<file path="src/rtl/dcache_arb_pkg.sv">
// Shared definitions for the dcache memory request arbiter: requester slots
// and the per-TID tracking entry.
package dcache_arb_pkg;

    localparam int LOAD_IDX = 0;
    localparam int WBUF_IDX = 1;
    localparam int AMO_IDX  = 2;
    localparam int OWNER_W  = 4;

    typedef struct packed {
        logic               in_use;
        logic [OWNER_W-1:0] owner;
        logic               we;
    } tid_entry_t;

    // AMO always occupies the highest requester slot
    function automatic int amo_idx(input int num_req);
        return num_req - 1;
    endfunction

endpackage

</file>
<file path="src/rtl/dcache_mem_req_arbiter_tid_pool.sv">
// TID pool: per-TID owner/we table, registered free mask and a lowest-free
// priority encoder for allocation.
module tid_pool
    import dcache_arb_pkg::*;
#(
    parameter int TID_WIDTH = 4
) (
    input  logic                 clk_i,
    input  logic                 rst_ni,
    input  logic                 alloc_i,
    input  logic [OWNER_W-1:0]   alloc_owner_i,
    input  logic                 alloc_we_i,
    output logic [TID_WIDTH-1:0] alloc_tid_o,
    input  logic                 free_i,
    input  logic [TID_WIDTH-1:0] free_tid_i,
    input  logic [TID_WIDTH-1:0] lookup_tid_i,
    output tid_entry_t           lookup_o,
    output logic                 full_o,
    output logic                 empty_o
);

    localparam int NUM_TID = 1 << TID_WIDTH;

    tid_entry_t [NUM_TID-1:0] tbl;
    logic       [NUM_TID-1:0] free_mask;

    genvar t;
    for (t = 0; t < NUM_TID; t++) begin : g_mask
        assign free_mask[t] = ~tbl[t].in_use;
    end

    always_comb begin
        alloc_tid_o = '0;
        for (int i = NUM_TID - 1; i >= 0; i--) begin
            if (free_mask[i]) alloc_tid_o = TID_WIDTH'(i);
        end
    end

    assign lookup_o = tbl[lookup_tid_i];
    assign full_o   = ~|free_mask;
    assign empty_o  = &free_mask;

    // Free and alloc never target the same TID: alloc picks from the
    // registered free mask, free only ever hits an in-use entry.
    always_ff @(posedge clk_i) begin
        if (!rst_ni) begin
            tbl <= '0;
        end else begin
            if (free_i) tbl[free_tid_i].in_use <= 1'b0;
            if (alloc_i) tbl[alloc_tid_o] <= '{in_use: 1'b1, owner: alloc_owner_i, we: alloc_we_i};
        end
    end

endmodule

</file>
<file path="src/rtl/dcache_mem_req_arbiter.sv">
// Round-robin arbiter sharing the dcache memory request port between load-miss,
// write-buffer and AMO requesters, with TID allocation and response routing.
module dcache_mem_req_arbiter
    import dcache_arb_pkg::*;
#(
    parameter int NUM_REQ        = 3,
    parameter int TID_WIDTH      = 4,
    parameter int ADDR_WIDTH     = 64,
    parameter int DATA_WIDTH     = 64,
    parameter int MAX_OUT_STORES = 7
) (
    input  logic                          clk_i,
    input  logic                          rst_ni,
    input  logic [NUM_REQ-1:0]            req_valid_i,
    output logic [NUM_REQ-1:0]            req_ready_o,
    input  logic [NUM_REQ-1:0]            req_we_i,
    input  logic [NUM_REQ*ADDR_WIDTH-1:0] req_addr_i,
    input  logic [NUM_REQ*DATA_WIDTH-1:0] req_wdata_i,
    output logic                          mem_req_valid_o,
    input  logic                          mem_req_ready_i,
    output logic [TID_WIDTH-1:0]          mem_req_tid_o,
    output logic                          mem_req_we_o,
    output logic [ADDR_WIDTH-1:0]         mem_req_addr_o,
    output logic [DATA_WIDTH-1:0]         mem_req_wdata_o,
    input  logic                          mem_rsp_valid_i,
    input  logic [TID_WIDTH-1:0]          mem_rsp_tid_i,
    output logic [NUM_REQ-1:0]            rsp_valid_o,
    output logic [TID_WIDTH-1:0]          rsp_tid_o,
    output logic                          idle_o,
    output logic                          tid_err_o
);

    localparam int IDX_W   = (NUM_REQ > 1) ? $clog2(NUM_REQ) : 1;
    localparam int AMO_REQ = amo_idx(NUM_REQ);
    localparam int CNT_W   = TID_WIDTH + 1;

    logic [CNT_W-1:0]      store_cnt;
    logic                  out_valid;
    logic [TID_WIDTH-1:0]  out_tid;
    logic                  out_we;
    logic [ADDR_WIDTH-1:0] out_addr;
    logic [DATA_WIDTH-1:0] out_wdata;
    logic [IDX_W-1:0]      rr_ptr;
    logic                  amo_busy;
    logic                  tid_err;

    logic                  can_load;
    logic                  store_ok;
    logic [NUM_REQ-1:0]    elig;
    logic                  gnt_valid;
    logic [IDX_W-1:0]      gnt_idx;
    logic                  gnt_we;
    logic                  gnt_is_amo;
    logic [TID_WIDTH-1:0]  alloc_tid;
    logic                  pool_full;
    logic                  pool_empty;
    tid_entry_t            rsp_entry;
    logic                  rsp_hit;

    tid_pool #(.TID_WIDTH(TID_WIDTH)) u_tid_pool (
        .clk_i         (clk_i),
        .rst_ni        (rst_ni),
        .alloc_i       (gnt_valid),
        .alloc_owner_i (OWNER_W'(gnt_idx)),
        .alloc_we_i    (gnt_we),
        .alloc_tid_o   (alloc_tid),
        .free_i        (rsp_hit),
        .free_tid_i    (mem_rsp_tid_i),
        .lookup_tid_i  (mem_rsp_tid_i),
        .lookup_o      (rsp_entry),
        .full_o        (pool_full),
        .empty_o       (pool_empty)
    );

    // A grant always loads the output register, so it needs a free slot there.
    assign can_load = !out_valid || mem_req_ready_i;
    assign store_ok = store_cnt < CNT_W'(MAX_OUT_STORES);

    genvar i;
    for (i = 0; i < NUM_REQ; i++) begin : g_elig
        logic base_ok;
        assign base_ok = rst_ni && req_valid_i[i] && !pool_full && !amo_busy
                         && can_load && (!req_we_i[i] || store_ok);
        if (i == AMO_REQ) begin : g_amo
            assign elig[i] = base_ok && pool_empty;
        end else begin : g_std
            assign elig[i] = base_ok;
        end
    end

    always_comb begin
        int idx;
        gnt_valid = 1'b0;
        gnt_idx   = '0;
        idx       = 0;
        for (int k = 0; k < NUM_REQ; k++) begin
            idx = int'(rr_ptr) + k;
            if (idx >= NUM_REQ) idx = idx - NUM_REQ;
            if (!gnt_valid && elig[IDX_W'(idx)]) begin
                gnt_valid = 1'b1;
                gnt_idx   = IDX_W'(idx);
            end
        end
    end

    assign gnt_we      = req_we_i[gnt_idx];
    assign gnt_is_amo  = gnt_idx == IDX_W'(AMO_REQ);
    assign req_ready_o = gnt_valid ? (NUM_REQ'(1) << gnt_idx) : '0;

    assign rsp_hit     = rst_ni && mem_rsp_valid_i && rsp_entry.in_use;
    assign rsp_valid_o = rsp_hit ? (NUM_REQ'(1) << rsp_entry.owner) : '0;
    assign rsp_tid_o   = rsp_hit ? mem_rsp_tid_i : '0;

    always_ff @(posedge clk_i) begin
        if (!rst_ni) begin
            store_cnt <= '0;
            out_valid <= 1'b0;
            out_tid   <= '0;
            out_we    <= 1'b0;
            out_addr  <= '0;
            out_wdata <= '0;
            rr_ptr    <= '0;
            amo_busy  <= 1'b0;
            tid_err   <= 1'b0;
        end else begin
            case ({gnt_valid && gnt_we, rsp_hit && rsp_entry.we})
                2'b10:   store_cnt <= store_cnt + 1'b1;
                2'b01:   store_cnt <= store_cnt - 1'b1;
                default: store_cnt <= store_cnt;
            endcase

            if (gnt_valid) begin
                out_valid <= 1'b1;
                out_tid   <= alloc_tid;
                out_we    <= gnt_we;
                out_addr  <= req_addr_i[gnt_idx*ADDR_WIDTH +: ADDR_WIDTH];
                out_wdata <= req_wdata_i[gnt_idx*DATA_WIDTH +: DATA_WIDTH];
                rr_ptr    <= (gnt_idx == IDX_W'(NUM_REQ - 1)) ? '0 : gnt_idx + 1'b1;
            end else if (mem_req_ready_i) begin
                out_valid <= 1'b0;
            end

            // The AMO owns its TID from grant to response; that window is the
            // whole exclusivity period.
            if (rsp_hit && rsp_entry.owner == OWNER_W'(AMO_REQ)) amo_busy <= 1'b0;
            if (gnt_valid && gnt_is_amo) amo_busy <= 1'b1;

            if (mem_rsp_valid_i && !rsp_entry.in_use) tid_err <= 1'b1;
        end
    end

    assign mem_req_valid_o = out_valid;
    assign mem_req_tid_o   = out_tid;
    assign mem_req_we_o    = out_we;
    assign mem_req_addr_o  = out_addr;
    assign mem_req_wdata_o = out_wdata;
    assign idle_o          = pool_empty && !out_valid;
    assign tid_err_o       = tid_err;

endmodule

</file>
<file path="config.mk">
export PLATFORM = sky130hd
export DESIGN_NAME = dcache_mem_req_arbiter
export DESIGN_NICKNAME = d
export VERILOG_FILES = /design/src/rtl/dcache_arb_pkg.sv /design/src/rtl/dcache_mem_req_arbiter_tid_pool.sv /design/src/rtl/dcache_mem_req_arbiter.sv
export SDC_FILE = /design/constraint.sdc
export NUM_CORES = 1
export LEC_CHECK = 0
export ABC_AREA = 1
export BUFFER_PORTS_ARGS = -buffer_cell sky130_fd_sc_hd__buf_2
export CAP_MARGIN = 20
export CORE_AREA = 2 2 211 213
export DETAILED_ROUTE_END_ITERATION = 12
export DIE_AREA = 0 0 213 215
export PLACE_DENSITY = 0.51
export SLEW_MARGIN = 0
export SYNTH_ARGS = -nofsm -noshare
export SYNTH_HDL_FRONTEND = slang
export SYNTH_SLANG_ARGS = --single-unit
</file>
<file path="constraint.sdc">
create_clock -name clk_i -period 7.1 [get_ports clk_i]
set_input_delay 0.71 -clock clk_i [delete_from_list [all_inputs] [get_ports clk_i]]
set_output_delay 0.71 -clock clk_i [all_outputs]
set_load 0.01 [all_outputs]
</file>
## After elaboration in Yosys (flattened, before gate mapping)

Cells that the tools add are included.

- Output and inout port bits: 146
- Input port bits: 398
- Register bits: 239

- Equal/unequal tests: 4
- Reduce and logical (&&, ||, !) cells: 45
- Bitwise operators: 16
- Multiplexer cells: 56
- $add $sub $neg: 8
- Order comparisons: 12
- Shift-type cells: 4

Operators with widths:

| kind | number |
|---|---|
| indexed part select 192 x 9 -> 64 bit | 2 |
| two-way mux 96 bit | 3 |
| bitwise mux 96 bit | 2 |
| two-way mux 4 bit | 17 |
| demux 6 bit (select 4 bit) | 2 |
| logical AND 1 bit | 28 |
| binary-select mux 6 bit (select 4 bit) | 1 |
| two-way mux 6 bit | 3 |
| NOT 1 bit | 16 |
| AND reduction 16 bit | 1 |
| OR reduction 16 bit | 1 |
| two-way mux 1 bit | 14 |
| two-way mux 2 bit | 7 |
| less-than comparator 2 x 4 -> 1 bit, second input constant | 3 |
| less-than comparator 4 x 5 -> 1 bit, second input constant | 2 |
| one-hot mux 5 bit (2 select lines) | 1 |
| binary-select mux 1 bit (select 2 bit) | 4 |
| >= comparator 4 x 1 -> 1 bit, second input constant | 2 |
| zero test 1 bit | 8 |
| >= comparator 3 x 2 -> 1 bit, second input constant | 2 |
| two-way mux 3 bit | 2 |
| nonzero test 2 bit | 3 |
| subtractor 2 bit, second input constant | 3 |
| adder 5 x 1 -> 5 bit, second input constant | 1 |
| other kinds (13) | 17 |

## Longest topological paths before layout

Gate-level depths: netlist (run 1).

- Word-level depth: 22
- Gate-level depth with buffers: 29

## Modules after synthesis

A second synthesis (run 1) with hierarchy kept.

- Cells, all modules: 2,122
- Area, all modules: 13,500.4 um^2

By module, submodules not included:

| module | instances | cells each | area each (um^2) |
|---|---|---|---|
| dcache_mem_req_arbiter | 1 | 1,342 | 8,257.9 |
| tid_pool | 1 | 780 | 5,242.5 |

## Worst setup path before layout (run 1)

Ideal clock, no wire load.

- Path kind: input port to flip-flop
- Start: in rst_ni
- End: reg store_cnt[4]
- Data arrival time: 3.432 ns
- Slack: 3.549 ns
- Buffers on the path: 1
- Stages on the path: 28
- Required time: 6.981 ns
- Path through: buf_4 -> inv_2 -> nor2_4 -> nand2_2 -> nor2_2 -> nand2_1 -> nor2_2 -> nand2_1 -> nand2_1 -> nand2_1 -> nor2_1 -> nand3_2 -> nor2_4 -> nor2_8 -> inv_6 -> nand2_1 -> nand2_2 -> nand3_1 -> ha_1 -> ha_1 -> nand2_1 -> nor2_1 -> a211oi_1 -> nand2_1 -> nand2_1 -> nor2_1 -> o21ai_0 -> a21oi_1

- Word-level cells in the longest chain between the ends: 21

Ends and longest elaborated chain:

| item | line | RTL |
|---|---|---|
| from (decl) | dcache_mem_req_arbiter.sv:13 | `input logic rst_ni,` |
| logical AND 1 bit (3 in a row) | dcache_mem_req_arbiter.sv:82 | `assign base_ok = rst_ni && req_valid_i[i] && !pool_full && !amo_busy` |
| logical AND 1 bit (2 in a row) | dcache_mem_req_arbiter.sv:83 | `&& can_load && (!req_we_i[i] \|\| store_ok);` |
| logical AND 1 bit | dcache_mem_req_arbiter.sv:85 | `assign elig[i] = base_ok && pool_empty;` |
| binary-select mux 1 bit (select 2 bit) | dcache_mem_req_arbiter.sv:99 | `if (!gnt_valid && elig[IDX_W'(idx)]) begin` |
| two-way mux 1 bit (not written as such) (2 in a row) | dcache_mem_req_arbiter.sv:99 |  |
| two-way mux 1 bit | dcache_mem_req_arbiter.sv:99 |  |
| zero test 1 bit | dcache_mem_req_arbiter.sv:99 |  |
| logical AND 1 bit | dcache_mem_req_arbiter.sv:99 |  |
| two-way mux 1 bit | dcache_mem_req_arbiter.sv:99 |  |
| zero test 1 bit | dcache_mem_req_arbiter.sv:99 |  |
| logical AND 1 bit | dcache_mem_req_arbiter.sv:99 |  |
| two-way mux 2 bit | dcache_mem_req_arbiter.sv:99 |  |
| binary-select mux 1 bit (select 2 bit) | dcache_mem_req_arbiter.sv:106 | `assign gnt_we = req_we_i[gnt_idx];` |
| two-way mux 1 bit (not written as such) | dcache_mem_req_arbiter.sv:106 |  |
| logical AND 1 bit | dcache_mem_req_arbiter.sv:126 | `case ({gnt_valid && gnt_we, rsp_hit && rsp_entry.we})` |
| equality test 2 x 1 -> 1 bit / equality test 2 bit (equally long branches) | dcache_mem_req_arbiter.sv:126 |  |
| one-hot mux 5 bit (2 select lines) / nonzero test 2 bit (equally long branches) | n/a |  |
| to (signal assigned) | dcache_mem_req_arbiter.sv:127 | `2'b10: store_cnt <= store_cnt + 1'b1;` |
| to (signal assigned) | dcache_mem_req_arbiter.sv:128 | `2'b01: store_cnt <= store_cnt - 1'b1;` |
| to (signal assigned) | dcache_mem_req_arbiter.sv:129 | `default: store_cnt <= store_cnt;` |
| to (decl) | dcache_mem_req_arbiter.sv:37 | `logic [CNT_W-1:0] store_cnt;` |

Several ways; a longest one is shown, not always the timed one. The select of a mux whose other input is x is not followed.
A chain may end at the register's enable or synchronous reset.

## Worst setup path after layout (run 1)

- Start: in rst_ni
- End: out req_ready_o[0]

- Word-level cells in the longest chain between the ends: 18

Ends and longest elaborated chain:

| item | line | RTL |
|---|---|---|
| logical AND 1 bit (3 in a row) | dcache_mem_req_arbiter.sv:82 |  |
| logical AND 1 bit (2 in a row) | dcache_mem_req_arbiter.sv:83 |  |
| logical AND 1 bit | dcache_mem_req_arbiter.sv:85 |  |
| binary-select mux 1 bit (select 2 bit) | dcache_mem_req_arbiter.sv:99 |  |
| two-way mux 1 bit (not written as such) (2 in a row) | dcache_mem_req_arbiter.sv:99 |  |
| two-way mux 1 bit | dcache_mem_req_arbiter.sv:99 |  |
| zero test 1 bit | dcache_mem_req_arbiter.sv:99 |  |
| logical AND 1 bit | dcache_mem_req_arbiter.sv:99 |  |
| two-way mux 1 bit | dcache_mem_req_arbiter.sv:99 |  |
| zero test 1 bit | dcache_mem_req_arbiter.sv:99 |  |
| logical AND 1 bit | dcache_mem_req_arbiter.sv:99 |  |
| two-way mux 2 bit | dcache_mem_req_arbiter.sv:99 |  |
| << shifter 1 x 2 -> 3 bit | dcache_mem_req_arbiter.sv:108 | `assign req_ready_o = gnt_valid ? (NUM_REQ'(1) << gnt_idx) : '0;` |
| two-way mux 3 bit (*) | dcache_mem_req_arbiter.sv:108 |  |
| to (decl) | dcache_mem_req_arbiter.sv:15 | `output logic [NUM_REQ-1:0] req_ready_o,` |

Mark *: on every way between the ends. The rest lies on a longest branch, timed or not. The select of a mux whose other input is x is not followed.

==> impl_metrics.json, run 1 <==
{
  "hold_end": "mem_req_wdata_o[39]",
  "insertion_delay_ns": 0.54,
  "antenna_found_initial": 21,
  "drt_first_pass_iters": 5,
  "cts_setup_buffers": 0,
  "grt_max_degree": 116,
  "drtIter0Drc": 882,
  "hold_class": "primary input to flop",
  "area_delta_synth_final_pct": 33.0,
  "start_util_pct": 26.2,
  "grt.overflow.total": 0,
  "finalCritPeriodShare_pct": 67.2,
  "synth-seq-area-share_pct": 36.3,
  "rrSetupSlack_ns": 2.76,
  "grt_util_met3_pct": 5.17,
  "yosys_warnings": 0,
  "cts_tree": "yes",
  "clock-sinks": 207,
  "r2r_start": "u_tid_pool.tbl[5]",
  "drv_cap": 0,
  "synth-edff-count": 0,
  "p_leak_nw": 7.95,
  "fmax_mhz": 210,
  "whs_path_depth": 3,
  "fin_setup_tns_ns": 0,
  "cts_max_path_buffers": 3,
  "power_frac_clock_pct": 16.8,
  "worst_slew_pin_slew_ns": 1.11,
  "grt_pass1_vias": 13200,
  "synth-seq-cells": 207,
  "wirelength_mm": 52.2,
  "viasPerCell": 4.82,
  "r2r_end": "store_cnt[4]",
  "grt_util_all_layers_pct": 22.0,
  "min-delay-start": "req_wdata_i[167]",
  "p_total_mw": 7.81,
  "internal-power_mw": 3.72,
  "port_buffers": 543,
  "syn_inst": 1752,
  "cts_resized": 0,
  "netlist_area_um2": 11400,
  "switching_share_pct": 52.4,
  "layout-drive-gt1-share_pct": 28.5,
  "comb_power_share_pct": 61.5,
  "nNetsFinal": 2628,
  "switching_power_mw": 4.10,
  "finalHoldViolCount": 0,
  "die_x_um": 213,
  "synthesis.nets": 2157,
  "syn_avg_cell_area_um2": 6.51,
  "path_clk_slew_ns": 0.06,
  "drc": 0,
  "use_met2_pct": 36.1,
  "synth_ff_type": "dfxtp_1",
  "endpoint_kind": "output pin",
  "fin_crit_ns": 4.77,
  "fin_util_pct": 34.8,
  "ios": 544,
  "worstPathRequired_ns": 6.39,
  "r2r_cells": 24,
  "placementRows": 77,
  "rsz0062_at_grt": "no",
  "holdBufCountCts": 0,
  "die_h_um": 215,
  "cp_max_fo": 70,
  "status": "complete, no violations",
  "arrival_ns": 4.06,
  "slew_violations": 0,
  "use_met1_pct": 28.8,
  "p_seq_share_pct": 21.7,
  "cts-root-buf": "clkbuf_16",
  "gp_congestion": 0.965,
  "slew_headroom_pct": 26.1,
  "ctsHtreeMaxLevel": 1,
  "synthArstFlopShare_pct": 0,
  "numCtsBuffers": 27,
  "fin_skew_ns": 0.00822,
  "fillers": 4848,
  "power_density_nw_per_um2": 515,
  "irDropWorstVdd_mv": 0.360,
  "setup_viol": 0,
  "antenna_left": 0,
  "dieArea_um2": 45800,
  "dp_hpwl_mm": 37.7,
  "cp-start-kind": "primary input",
  "yosysUniqueCellTypes": 44,
  "busiest_layer": "met2",
  "crit_type": "primary input to output pin",
  "routedWlPerCell_um": 18.4,
  "grt_pass1_wl_mm": 78.6,
  "via_count": 13700,
  "core_um2": 43600
}
synth_stat cells, types with 2 or more instances:
cell | n | area, um2
a211oi_1 | 3 | 22.5
a21boi_1 | 10 | 75.1
a21oi_1 | 62 | 310
a21oi_2 | 9 | 78.8
a22o_1 | 2 | 17.5
a22oi_1 | 20 | 150
a31oi_1 | 60 | 375
buf_1 | 11 | 41.3
buf_2 | 39 | 195
buf_4 | 14 | 105
buf_6 | 15 | 169
clkbuf_1 | 34 | 128
clkinv_1 | 4 | 15.0
dfxtp_1 | 207 | 4140
ha_1 | 6 | 75.1
inv_1 | 202 | 758
inv_2 | 3 | 11.3
nand2_1 | 555 | 2080
nand2_2 | 7 | 43.8
nand3_1 | 131 | 656
nand3_2 | 4 | 40.0
nand4_1 | 93 | 582
nor2_1 | 101 | 379
nor2_2 | 9 | 56.3
nor2_4 | 3 | 33.8
nor3_1 | 3 | 15.0
nor3b_1 | 5 | 37.5
o211ai_1 | 2 | 15.0
o21ai_0 | 108 | 541
o21ai_1 | 6 | 30.0
o221ai_1 | 2 | 17.5
o22ai_1 | 6 | 37.5
o31ai_1 | 4 | 30.0
xnor2_1 | 2 | 17.5
cell families (layout without fill, tap and decap cells):
family                   Yosys count  after routing  synth area share [%]
flip-flops                       207            207                  36.3
AO/OA/AOI/OAI                    295            295                  15.0
other                              0             12                     0
buffers and inverters            326            813                  12.8
adder cells (fa/ha/maj)            7              7                 0.833
XOR/XNOR                           2              2                 0.154
AND/OR/NAND/NOR                  915            915                  34.9
layout by cell type, fill, tap and decap left out, drive strengths merged, types with 4 or more instances in the layout:
cell type,synthesis,routed
nand2,564,564
buf,80,556
inv,207,208
dfxtp,207,207
nand3,135,135
o21ai,114,114
nor2,114,114
nand4,93,93
a21oi,71,71
a31oi,60,60
clkbuf,34,39
a22oi,20,20
diode,0,12
a21boi,11,11
clkinv,5,9
o22ai,6,6
ha,6,6
nor3b,5,5
o31ai,4,4
worst max-delay path, stage by stage:
cell and delay [ns]:
buf_4 0.57, inv_2 0.11, nor2_4 0.12, nand2_2 0.06
nor2_2 0.07, nand2_1 0.08, nor2_2 0.18, nand2_1 0.09
nand3_2 0.08, nand2_2 0.10, nand3_1 0.11, nand2_2 0.10
nor2_8 0.14, buf_4 0.59, nand3_1 0.21, inv_1 0.44
buf_2 0.23
power groups by stage:
stage                     registers, mW  clock network (mW)  logic (mW)
after floorplan                    1.81                   0        3.45
final                              1.70                1.32        4.80
after CTS                          1.70                1.36        4.85
after global placement             1.71                   0        4.79
after detailed placement           1.71                   0        4.83
after global routing               1.74                1.41        5.39
state kept, by name, summed over array words and instances (netlist names), 2 cells and up:
| name | flops |
|---|---|
| store_cnt | 5 |
| mem_req_addr_o | 64 |
| mem_req_wdata_o | 64 |
| mem_req_tid_o | 4 |
| u_tid_pool.tbl | 64 |
| rr_ptr | 2 |
routing by layer:
layer  vias up  wire length, um
met2       521            24500
met4        14             1250
met1      6401            22500
met3        96             3960
met5         -               89
li1       6664                -
metrics by stage:
stage | hold WS [ns] | setup WS (ns) | area, um2 | std cells
after floorplan | 0.418 | 3.55 | 11400 | 1752
after global placement | 0.426 | 1.86 | 14300 | 2786
after detailed placement | 0.434 | 1.83 | 14300 | 2786
after CTS | 0.400 | 2.33 | 15200 | 2831
after global routing | 0.417 | 1.98 | 15200 | 2841
final | 0.436 | 2.33 | 15200 | 2843
how the worst max path moves through the flow:
stage | startpoint | end | slack (ns) | cells past startpoint
2_1_floorplan | rst_ni | store_cnt[4] | 3.55 | 28
3_3_place_gp | rst_ni | store_cnt[4] | 1.86 | 27
3_5_place_dp | rst_ni | store_cnt[4] | 1.83 | 27
4_1_cts | rst_ni | req_ready_o[0] | 2.33 | 15
5_1_grt | rst_ni | store_cnt[4] | 1.98 | 27
6_report | rst_ni | req_ready_o[0] | 2.33 | 17
area by class of cell:
cell class	instances	area, um2	share of cell area, %
multi-input cells	1219	5810	38.3
flip-flops and latches	207	4140	27.3
repair buffers	556	2820	18.6
inverters	212	805	5.30
clock buffers	39	771	5.08
well taps	592	741	4.88
clock inverters	6	58.8	0.387
diodes	12	30.0	0.198
Power figures use the tool's default switching activity.
==> run 2, diff against run 1 <==
--- a/config.mk
+++ b/config.mk
@@ -5,13 +5,13 @@
 export SDC_FILE = /design/constraint.sdc
 export NUM_CORES = 1
 export LEC_CHECK = 0
-export ABC_AREA = 1
+export ABC_AREA = 0
 export BUFFER_PORTS_ARGS = -buffer_cell sky130_fd_sc_hd__buf_2
 export CAP_MARGIN = 20
-export CORE_AREA = 2 2 211 213
+export CORE_AREA = 2 2 213 215
 export DETAILED_ROUTE_END_ITERATION = 12
-export DIE_AREA = 0 0 213 215
-export PLACE_DENSITY = 0.51
+export DIE_AREA = 0 0 215 217
+export PLACE_DENSITY = 0.49
 export SLEW_MARGIN = 0
 export SYNTH_ARGS = -nofsm -noshare
 export SYNTH_HDL_FRONTEND = slang
==> constraint.sdc (replaced) <==
create_clock -name clk_i -period 4.3 [get_ports clk_i]
set_input_delay 0.43 -clock clk_i [delete_from_list [all_inputs] [get_ports clk_i]]
set_output_delay 0.43 -clock clk_i [all_outputs]
set_load 0.01 [all_outputs]
==> run 2 against run 1 <==
Power decreased by 18%. Register-to-register slack got worse by 2.2 ns. Cell count decreased by 20%. Largest power group is now registers. Design area decreased by 8.0%. Highest routed layer unchanged. Routed wire length decreased by 9.5%. Combinational power decreased by 62%. Die area increased by 1.9%. Sequential power increased by 42%. Global-route usage decreased by 2.9 points.
==> impl_metrics.json, run 2 <==
{
  "area_delta_synth_final_pct": 40.6,
  "arrival_ns": 3.32,
  "core_um2": 44700,
  "synth_top_area_share_pct": 41.7,
  "cp-start-kind": "flop",
  "wirelength_mm": 47.3,
  "yosysUniqueCellTypes": 65,
  "yosys_warnings": 0,
  "ctsHtreeMaxLevel": 1,
  "layout_common_cells": "buf_2, dfxtp_1, a21oi_1",
  "synth-edff-count": 0,
  "path_clk_slew_ns": 0.06,
  "cts_tree": "yes",
  "dieArea_um2": 46700,
  "cts_resized": 0,
  "via_count": 11500,
  "grt.overflow.total": 0,
  "synth_ff_type": "dfxtp_1",
  "insertion_delay_ns": 0.55,
  "cts-root-buf": "clkbuf_16",
  "finalHoldViolCount": 0,
  "synthesis.nets": 1575,
  "antenna_left": 0,
  "grt_pass1_vias": 11000,
  "fin_util_pct": 31.2,
  "drt_first_pass_iters": 7,
  "status": "complete, no violations",
  "slew_headroom_pct": 28.9,
  "synth-seq-area-share_pct": 41.7,
  "finalCritPeriodShare_pct": 87.2,
  "fin_setup_tns_ns": 0,
  "grt_util_all_layers_pct": 19.1,
  "nNetsFinal": 2052,
  "drt-met1-wl_mm": 18.4,
  "wl_met2_mm": 24.3,
  "fillers": 4882,
  "rsz0062_at_grt": "no",
  "power_density_nw_per_um2": 458,
  "critPathMaxStageDelay_ns": 0.67,
  "cp_max_fo": 80,
  "yosysMostFrequentCell": "dfxtp_1",
  "placementRows": 78,
  "start_util_pct": 22.2,
  "antenna_found_initial": 29,
  "ios": 544,
  "worstSetupStartpoint": "rr_ptr[0]",
  "top_layer": "met5",
  "fin_skew_ns": 0.0100,
  "setup_viol": 0,
  "place_ws_ns": 0.436,
  "rrSetupSlack_ns": 0.60,
  "path_cells": "inv_1 > ha_1 > and3_1 > nor2_1 > nand4_1 > a211o_2 > inv_4 > buf_4 > buf_2",
  "die_x_um": 215,
  "layout-drive-gt1-share_pct": 38.5,
  "viasPerCell": 5.07,
  "holdBufCountCts": 0,
  "die_h_um": 217,
  "final_common_cell": "buf_2",
  "endpoint_kind": "output pin",
  "ys_top_cells_by_count": "dfxtp_1, a21oi_1, nand3_1",
  "clock-sinks": 207,
  "irDropWorstVdd_mv": 0.274,
  "syn_inst": 1170,
  "worst_slew_pin_slew_ns": 1.07,
  "wl_met3_mm": 3.07,
  "dp_hpwl_mm": 34.8,
  "drv_cap": 0,
  "regArea_um2": 4140,
  "synth_largest_area_cell": "dfxtp_1",
  "synthTopCellsByArea": "dfxtp_1, a22oi_1, a21oi_1",
  "cts_max_path_buffers": 3,
  "numCtsBuffers": 25,
  "netlist_area_um2": 9930,
  "cp_slowest_cell": "buf_4",
  "p_leak_nw": 6.11,
  "worstPathRequired_ns": 3.87,
  "multiInputGateArea_um2": 5260,
  "grt_max_degree": 136,
  "cts_setup_buffers": 0,
  "r2r_cells": 15,
  "endpoint": "req_ready_o[1]",
  "fin_crit_ns": 3.75,
  "gp_congestion": 0.899,
  "fin_ws_ns": 0.551,
  "routedWlPerCell_um": 20.8,
  "r2r_start": "u_tid_pool.tbl[65]",
  "drtIter0Drc": 800,
  "hold_class": "primary input to flop",
  "synth-seq-cells": 207,
  "port_buffers": 543,
  "r2r_end": "store_cnt[4]",
  "crit_type": "flop to output pin",
  "grt_pass1_wl_mm": 69.1,
  "synthArstFlopShare_pct": 0,
  "drc": 0,
  "syn_avg_cell_area_um2": 8.48,
  "slew_violations": 0,
  "fmax_mhz": 267
}
-- run 2: cell families (layout without fill, tap and decap cells) --
kind of cell / after synthesis / in the layout / synth area share, %
adders and majority gates: 7 / 7 / 0.958
other: 0 / 5 / 0
DFF: 207 / 207 / 41.7
and+or+nand+nor: 328 / 328 / 16.7
xor gates and xnor gates: 4 / 4 / 0.353
muxes: 37 / 37 / 6.25
buffers and inverters: 131 / 627 / 5.38
AOI/OAI and AO/OA: 456 / 456 / 28.6
-- run 2: final cells by class --
type | count | area share, %
diodes | 5 | 0.0896
clock buffers | 36 | 5.14
clock inverters | 10 | 0.762
inverters | 21 | 0.583
multi-input cells | 832 | 37.7
flip-flops and latches | 207 | 29.7
well taps | 600 | 5.38
repair buffers | 560 | 20.7
-- run 2: worst min path at each step --
stage / startpoint / to / slack [ns] / cells after the start
4_1_cts: req_addr_i[30] / mem_req_addr_o[30] / 0.06 / 2
3_5_place_dp: u_tid_pool.tbl[50] / u_tid_pool.tbl[50] / 0.42 / 2
3_3_place_gp: u_tid_pool.tbl[74] / u_tid_pool.tbl[74] / 0.41 / 2
2_1_floorplan: u_tid_pool.tbl[38] / u_tid_pool.tbl[38] / 0.41 / 2
6_report: req_addr_i[30] / mem_req_addr_o[30] / 0.10 / 2
5_1_grt: req_addr_i[30] / mem_req_addr_o[30] / 0.08 / 2
-- run 2: worst max-delay path, delay by kind of cell, from the launching register on --
| family | cells | cell delay [ns] |
|---|---|---|
| fa+ha+maj | 1 | 0.34 |
| flops | 1 | 0.35 |
| buf+inv | 4 | 1.09 |
| simple gates | 3 | 0.54 |
| compound gates | 1 | 0.37 |
-- run 2: report_power, final --
part / switching (mW) / leakage [nW] / internal [mW] / total [mW]
sequential: 0.168 / 1.70 / 2.25 / 2.41
clock: 0.893 / 0.408 / 1.28 / 2.17
combinational: 1.13 / 4.00 / 0.675 / 1.81
-- run 2: metal layers --
layer,GRT usage (%),up-vias
li1,-,5381
met1,22.4,5539
met2,34.9,485
met3,3.97,108
met4,6.16,8
met5,0,-
-- run 2: stage by stage --
stage          std cells  total power, mW  hold slack [ns]  area [um2]
6_report            2271             6.39            0.101       14000
5_1_grt             2271             6.75           0.0850       14000
4_1_cts             2266             6.49           0.0630       13900
3_5_place_dp        2220             4.27            0.419       13100
3_3_place_gp        2220             4.26            0.413       13100
2_1_floorplan       1170             3.42            0.406        9930
